[src/rtl/mem_bus_arbiter.sv]
// mem_bus_arbiter: grants a single synchronous data memory to either the CPU
// or the DMA engine, with CPU priority from idle and a burst limit that forces
// a handover when the other requester is waiting.
module mem_bus_arbiter #(
    parameter int AW        = 32,
    parameter int DW        = 32,
    parameter int MAX_BURST = 16
) (
    input  logic          clk,
    input  logic          reset,
    input  logic          cpu_req,
    input  logic          cpu_we,
    input  logic [AW-1:0] cpu_addr,
    input  logic [DW-1:0] cpu_wdata,
    input  logic          dma_req,
    input  logic          dma_we,
    input  logic          dma_last,
    input  logic [AW-1:0] dma_addr,
    input  logic [DW-1:0] dma_wdata,
    output logic          cpu_gnt,
    output logic          dma_gnt,
    output logic          cpu_rvalid,
    output logic          dma_rvalid,
    output logic [DW-1:0] cpu_rdata,
    output logic [DW-1:0] dma_rdata,
    output logic          mem_en,
    output logic          mem_we,
    output logic [AW-1:0] mem_addr,
    output logic [DW-1:0] mem_wdata,
    input  logic [DW-1:0] mem_rdata,
    output logic [1:0]    arb_state
);

    typedef enum logic [1:0] {
        IDLE    = 2'b00,
        GNT_CPU = 2'b01,
        GNT_DMA = 2'b10
    } state_t;

    localparam logic [7:0] BURST_MAX  = 8'(MAX_BURST);
    localparam logic [7:0] BURST_LAST = 8'(MAX_BURST - 1);

    state_t     state;
    state_t     next_state;
    logic [7:0] burst_cnt;
    logic       cpu_xfer;
    logic       dma_xfer;
    logic       xfer;
    logic       burst_full;

    // A transfer is a cycle where the owner is requesting while granted.
    assign cpu_xfer   = cpu_req & (state == GNT_CPU);
    assign dma_xfer   = dma_req & (state == GNT_DMA);
    assign xfer       = cpu_xfer | dma_xfer;
    // True when this cycle's transfer leaves the counter at the burst limit
    // (including when it is already saturated there).
    assign burst_full = xfer & (burst_cnt >= BURST_LAST);

    // Read data is shared; the rvalid strobes say who it belongs to.
    assign cpu_rdata = mem_rdata;
    assign dma_rdata = mem_rdata;

    // State register.
    always_ff @(posedge clk or negedge reset) begin
        if (!reset) begin
            state <= IDLE;
        end else begin
            state <= next_state;
        end
    end

    // Burst counter: restarts on every ownership change, saturates at the limit.
    always_ff @(posedge clk or negedge reset) begin
        if (!reset) begin
            burst_cnt <= 8'd0;
        end else if (next_state != state) begin
            burst_cnt <= 8'd0;
        end else if (xfer && (burst_cnt < BURST_MAX)) begin
            burst_cnt <= burst_cnt + 8'd1;
        end
    end

    // Next-state decision; the leaving owner's transfer still completes this cycle.
    always_comb begin
        next_state = state;
        unique case (state)
            IDLE: begin
                if (cpu_req) begin
                    next_state = GNT_CPU;
                end else if (dma_req) begin
                    next_state = GNT_DMA;
                end
            end
            GNT_CPU: begin
                if (!cpu_req) begin
                    next_state = dma_req ? GNT_DMA : IDLE;
                end else if (burst_full && dma_req) begin
                    next_state = GNT_DMA;
                end
            end
            GNT_DMA: begin
                if (!dma_req) begin
                    next_state = cpu_req ? GNT_CPU : IDLE;
                end else if (dma_last) begin
                    next_state = cpu_req ? GNT_CPU : IDLE;
                end else if (burst_full && cpu_req) begin
                    next_state = GNT_CPU;
                end
            end
            default: next_state = IDLE;
        endcase
    end

    // Grants and memory port follow the current owner combinationally.
    always_comb begin
        cpu_gnt   = 1'b0;
        dma_gnt   = 1'b0;
        mem_addr  = '0;
        mem_wdata = '0;
        arb_state = state;
        mem_en    = xfer;
        mem_we    = (cpu_xfer & cpu_we) | (dma_xfer & dma_we);
        unique case (state)
            GNT_CPU: begin
                cpu_gnt   = 1'b1;
                mem_addr  = cpu_addr;
                mem_wdata = cpu_wdata;
            end
            GNT_DMA: begin
                dma_gnt   = 1'b1;
                mem_addr  = dma_addr;
                mem_wdata = dma_wdata;
            end
            default: begin
                cpu_gnt = 1'b0;
            end
        endcase
    end

    // Read strobes mark the cycle the memory returns data for a read transfer.
    always_ff @(posedge clk or negedge reset) begin
        if (!reset) begin
            cpu_rvalid <= 1'b0;
            dma_rvalid <= 1'b0;
        end else begin
            cpu_rvalid <= cpu_xfer & ~cpu_we;
            dma_rvalid <= dma_xfer & ~dma_we;
        end
    end

endmodule

[config.mk]
export PLATFORM = sky130hd
export DESIGN_NAME = mem_bus_arbiter
export DESIGN_NICKNAME = d
export VERILOG_FILES = /design/src/rtl/mem_bus_arbiter.sv
export SDC_FILE = /design/constraint.sdc
export NUM_CORES = 1
export LEC_CHECK = 0
export ABC_AREA = 1
export CAP_MARGIN = 40
export CORE_AREA = 4 4 115 117
export CTS_BUF_LIST = sky130_fd_sc_hd__clkbuf_4
export DETAILED_ROUTE_END_ITERATION = 8
export DIE_AREA = 0 0 119 121
export PLACE_DENSITY = 0.66
export SYNTH_ARGS = -nofsm -noshare
export SYNTH_HDL_FRONTEND = slang
export SYNTH_SLANG_ARGS = --single-unit
[constraint.sdc]
create_clock -name clk -period 2.4 [get_ports clk]
set_input_delay 0.48 -clock clk [delete_from_list [all_inputs] [get_ports clk]]
set_output_delay 0.48 -clock clk [all_outputs]
set_load 0.03 [all_outputs]
======== Yosys cells after proc, flatten, opt, wreduce, memory -nomap -nowiden ========
Index checks and enable logic that the tools add are counted.
storage, ports and cells
  output and inout port bits .............. 136
  bits in registers ....................... 12
  input port bits ......................... 167
cells by class
  reduce and logical (&&, ||, !) cells .... 5
  equal/unequal tests ..................... 3
  magnitude comparators ................... 2
  bitwise gates (word level) .............. 11
  mux-type cells .......................... 16
  add/subtract/negate cells ............... 1
operators with widths
  operator               number
  $pmux W32 S2           2
  $mux W2                8
  $mux W8                2
  $add A8 B1 Y8 const B  1
  $ge A8 B4 Y1 const B   1
  $lt A8 B5 Y1 const B   1
  $and A1 B1 Y1          7
  $pmux W2 S3            1
  $logic_and A1 B1 Y1    3
  $mux W1                3
  $eq A2 B1 Y1 const B   1
  $eq A2 B2 Y1 const B   1
  $logic_not A2 Y1       1
  $ne A2 B2 Y1           1
  $not A1 Y1             2
  $or A1 B1 Y1           2
  $reduce_bool A2 Y1     1

======== Logic depth before layout (Yosys ltp) ========
  depth in word-level cells ............... 11
  gate-level depth with buffers ........... 13
  mapped depth without buffers ............ 13

======== Least setup slack after synthesis ========
Ideal clock, no wire load.
  path kind ............................... flip-flop to output port
  start ................................... register state[1] (netlist: arb_state[1])
  end ..................................... output mem_addr[0]
  stages on the path, launching flop included .. 7
  path slack .............................. -354 ps
  data arrival time ....................... 2274 ps
  buffers on the path ..................... 2
  path through ............................ dfrtp_1 inv_1 ha_1 clkbuf_1 clkbuf_1 nand2_1 a21oi_1
on the way
  longest elaborated chain between the ends .. 2
  elaborated cells between the ends (all ways) .. 3
  classes of those cells .................. eq/ne: 2; mux: 1
RTL lines
  item                                                 line  text
  start, declared                                      43    state_t state;
  start signal, assigned                               68    state <= next_state;
  $eq A2 B2 Y1 / $eq A2 B1 Y1 (equally long branches)  123   unique case (state)
  $pmux W32 S2 *                                       123
  end, declared                                        28    output logic [AW-1:0] mem_addr,
Mark *: on every way between the ends. The rest lies on a longest branch, timed or not.

======== Worst setup path after layout ========
  start ................................... register state[0] (netlist: arb_state[0])
  end ..................................... output mem_addr[20]
The elaborated chain is that of the path after synthesis.

==> summary.txt <==
Outcome
  – Status: completed

Clock network
  – Max clock buf depth: 2
  – Clk root buf: clkbuf_4
  – Cts bufs inserted: 3
  – Clock slew at reported path FFs: 0.08 ns
  – H-tree depth: 1
  – Clk_lat worst skew: 0.26 ns
  – CTS tree: yes
  – Sink Count: 12

STA
  – Final Skew: 0.00177 ns
  – Final setup vio count: 0
  – Final hold slack: 0.520 ns
  – FMAX: 0.429 GHz
  – Period utilisation layout: 0.971
  – Final WS setup: 0.0685 ns
  – Final min period: 2.33 ns
  – Slew Limit Fails: 0
  – Final hold vios: 0
  – Slew at the pin with the worst max-slew slack: 0.520 ns
  – Rel. slew slack: 0.652

Worst setup path
  – Critical path cell sequence: clkinvlp_4, ha_4, inv_6, buf_16, a21oi_4, buf_12
  – Max incr delay on CP: 0.45 ns
  – CP max FO: 23
  – Startpoint types: register
  – Worst EP required: 1.92 ns
  – Reg2reg setup slack: 0.42 ns
  – WP buf/inv: 4
  – CP top delay family: buffers and inverters
  – Crit Path Class: reg -> out
  – CP endpoint kind: output port
  – Worst Path Arrival: 1.85 ns
  – Max stage delay cell, worst path: dfrtp_2

Floorplan
  – Die area: 14400 sq um
  – Initial core utilization: 0.169
  – Die span in y: 121 um
  – Die span in x: 119 um
  – Core region area: 12400 sq um
  – I/O Pins: 303
  – Row count: 41

Synth
  – Post-Syn Area per Cell: 5.66 sq um
  – Synth warn: 0
  – Synth cell types: 21
  – Synthesized Nets: 541
  – Syn Inst Count: 369
  – Cell Area, Synth: 2090 sq um
  – FF+latch count, synth: 12
  – Register area share after synthesis: 0.144

Routing
  – Routed length per instance: 14.0 um
  – WL final: 9.47 mm
  – Starting DRC count in detailed routing: 155
  – DR vias/cell: 4.10
  – DR pass1 iterations: 4
  – Via count: 2780
  – Antenna viol nets, final: 0
  – DRC: 0

Global route
  – First-pass GRT wire length: 13.9 mm
  – GR Util All Layers: 0.115
  – Initial antenna violation count: 0
  – Largest net degree at the start of global routing: 43
  – Vias in the first global route: 2858
  – Congestion Overflow GR: 0

Finish
  – Non-filler instance count after layout: 678
  – Sequential cell area: 303 sq um
  – Area taken by multi-input logic gates: 1820 sq um
  – Area Overhead vs Synth: 122%
  – Final core utilization: 0.375
  – Fill count: 1247
  – Share of cells above drive strength 1: 0.326
  – Number of antenna diodes: 0
  – Final nets: 679

Place
  – Placed Instances: 670
  – GP Congestion: 0.888
  – DP Worst Slack: 0.223 ns
  – Post-detail-place hpwl: 7.51 mm
  – IO buf count: 206

Pwr
  – Max IR drop VDD: 0.598 mV
  – Pleak: 1.68 nW
  – Pwr per Cell Area: 1120 nW/um^2

Job
  – Max-cap violations: 0

Min path
  – Min-delay worst type: reg -> reg
[report_power, final]
group          switching (mW)  total, mW  internal, mW
Sequential             0.0487      0.282         0.233
Clock                  0.0659      0.126        0.0600
Combinational            2.94       4.77          1.83
[worst paths after layout]
path	startpoint	endpoint	depth (start not counted)
worst max-delay path	arb_state[0]	mem_addr[20]	6
worst min-delay path	burst_cnt[6]	burst_cnt[6]	2
worst max register to register	arb_state[1]	burst_cnt[0]	13
worst min register to register	burst_cnt[6]	burst_cnt[6]	2
max in group asynchronous	reset	arb_state[1]	1
min in group asynchronous	reset	burst_cnt[2]	1
[worst register-to-register path, stage by stage (launching register included)]
cell and delay [ns]:
dfrtp_2 0.48, inv_2 0.16, ha_4 0.21, nand2_1 0.14, nand2_2 0.13, nand3_1 0.12, nand2_1 0.08, nand2_1 0.05
nand2_1 0.09, nand2_1 0.07, nand2_1 0.08, nand2_2 0.06, nand2_4 0.14, nor2_2 0.05
[layout make-up]
| class | instances | share of cell area |
|---|---|---|
| timing repair buffer | 217 | 0.478 |
| multi-input combinational | 259 | 0.392 |
| sequential | 12 | 0.0653 |
| tap | 172 | 0.0464 |
| inverter | 14 | 0.0132 |
| clock buffer | 3 | 0.00486 |
| clock inverter | 1 | 0.000809 |
[layout by cell type (no fill, tap or decap), types with 2 or more instances in the layout]
| master | Yosys | final |
|---|---|---|
| a21oi_1 | 65 | 6 |
| a21oi_2 | 1 | 10 |
| a21oi_4 | 0 | 50 |
| buf_12 | 0 | 14 |
| buf_4 | 64 | 60 |
| clkbuf_16 | 0 | 2 |
| clkbuf_4 | 0 | 3 |
| clkdlybuf4s50_1 | 0 | 138 |
| dfrtp_1 | 12 | 10 |
| dfrtp_2 | 0 | 2 |
| ha_1 | 5 | 2 |
| ha_4 | 0 | 3 |
| inv_1 | 13 | 11 |
| nand2_1 | 146 | 146 |
| nand2_2 | 6 | 6 |
| nand3_1 | 9 | 9 |
| nor2_1 | 9 | 9 |
| nor2_2 | 8 | 8 |
| nor3_1 | 2 | 2 |
| xor2_1 | 3 | 3 |
[logic make-up (layout without fill, tap and decap cells)]
family / after synthesis / count (layout) / share of synthesized area
flops: 12 / 12 / 0.144
compound gates: 68 / 68 / 0.165
xor+xnor: 3 / 3 / 0.0126
fa+ha+maj: 5 / 5 / 0.0299
simple gates: 183 / 183 / 0.358
buf+inv: 98 / 235 / 0.291
[layer usage]
layer  track usage  share of wire  wire (um)  up-vias
li1              -              -          -     1369
met1         0.132           0.38       3610     1234
met2         0.203           0.50       4730      154
met3        0.0485           0.11       1020       23
met4        0.0188          0.012        112        0
met5             0              0          0        -
[registers in the layout (all words and copies together) (netlist names)]
| signal | flops |
|---|---|
| burst_cnt | 8 |
| arb_state | 2 |
| cpu_rvalid | 1 |
| dma_rvalid | 1 |
[metrics by stage]
step           setup TNS, ns  area (sq um)  power, mW
4_1_cts                    0          4530       5.05
3_5_place_dp               0          4490       4.86
3_3_place_gp               0          4490       4.82
2_1_floorplan          -2.35          2710       3.40
5_1_grt              -0.0122          4640       5.49
6_report                   0          4640       5.18
[repair_timing]
action,in CTS,in global routing
gates cloned,0,2
hold buffers,0,0
setup endpoints to repair,27,48
resized for setup,5,6
buffers inserted,0,2
[Yosys cell counts]
cell type  instances  area share
ha_1               5       0.030
nand2_1          146        0.26
a21oi_1           65        0.16
dfrtp_1           12        0.14
a21oi_2            1      0.0042
clkbuf_1          12       0.022
inv_2              1      0.0018
nor3_1             2      0.0048
nand2_2            6       0.018
nand4_1            1      0.0030
inv_1             13       0.023
buf_4             64        0.23
o21ai_0            1      0.0024
buf_1              8       0.014
nor2_2             8       0.024
nand2_4            1      0.0054
nand3_1            9       0.022
nor2_1             9       0.016
xor2_1             3       0.013
or2_1              1      0.0030
o21ai_1            1      0.0024
Note: power is estimated with default switching activity, not from simulation.
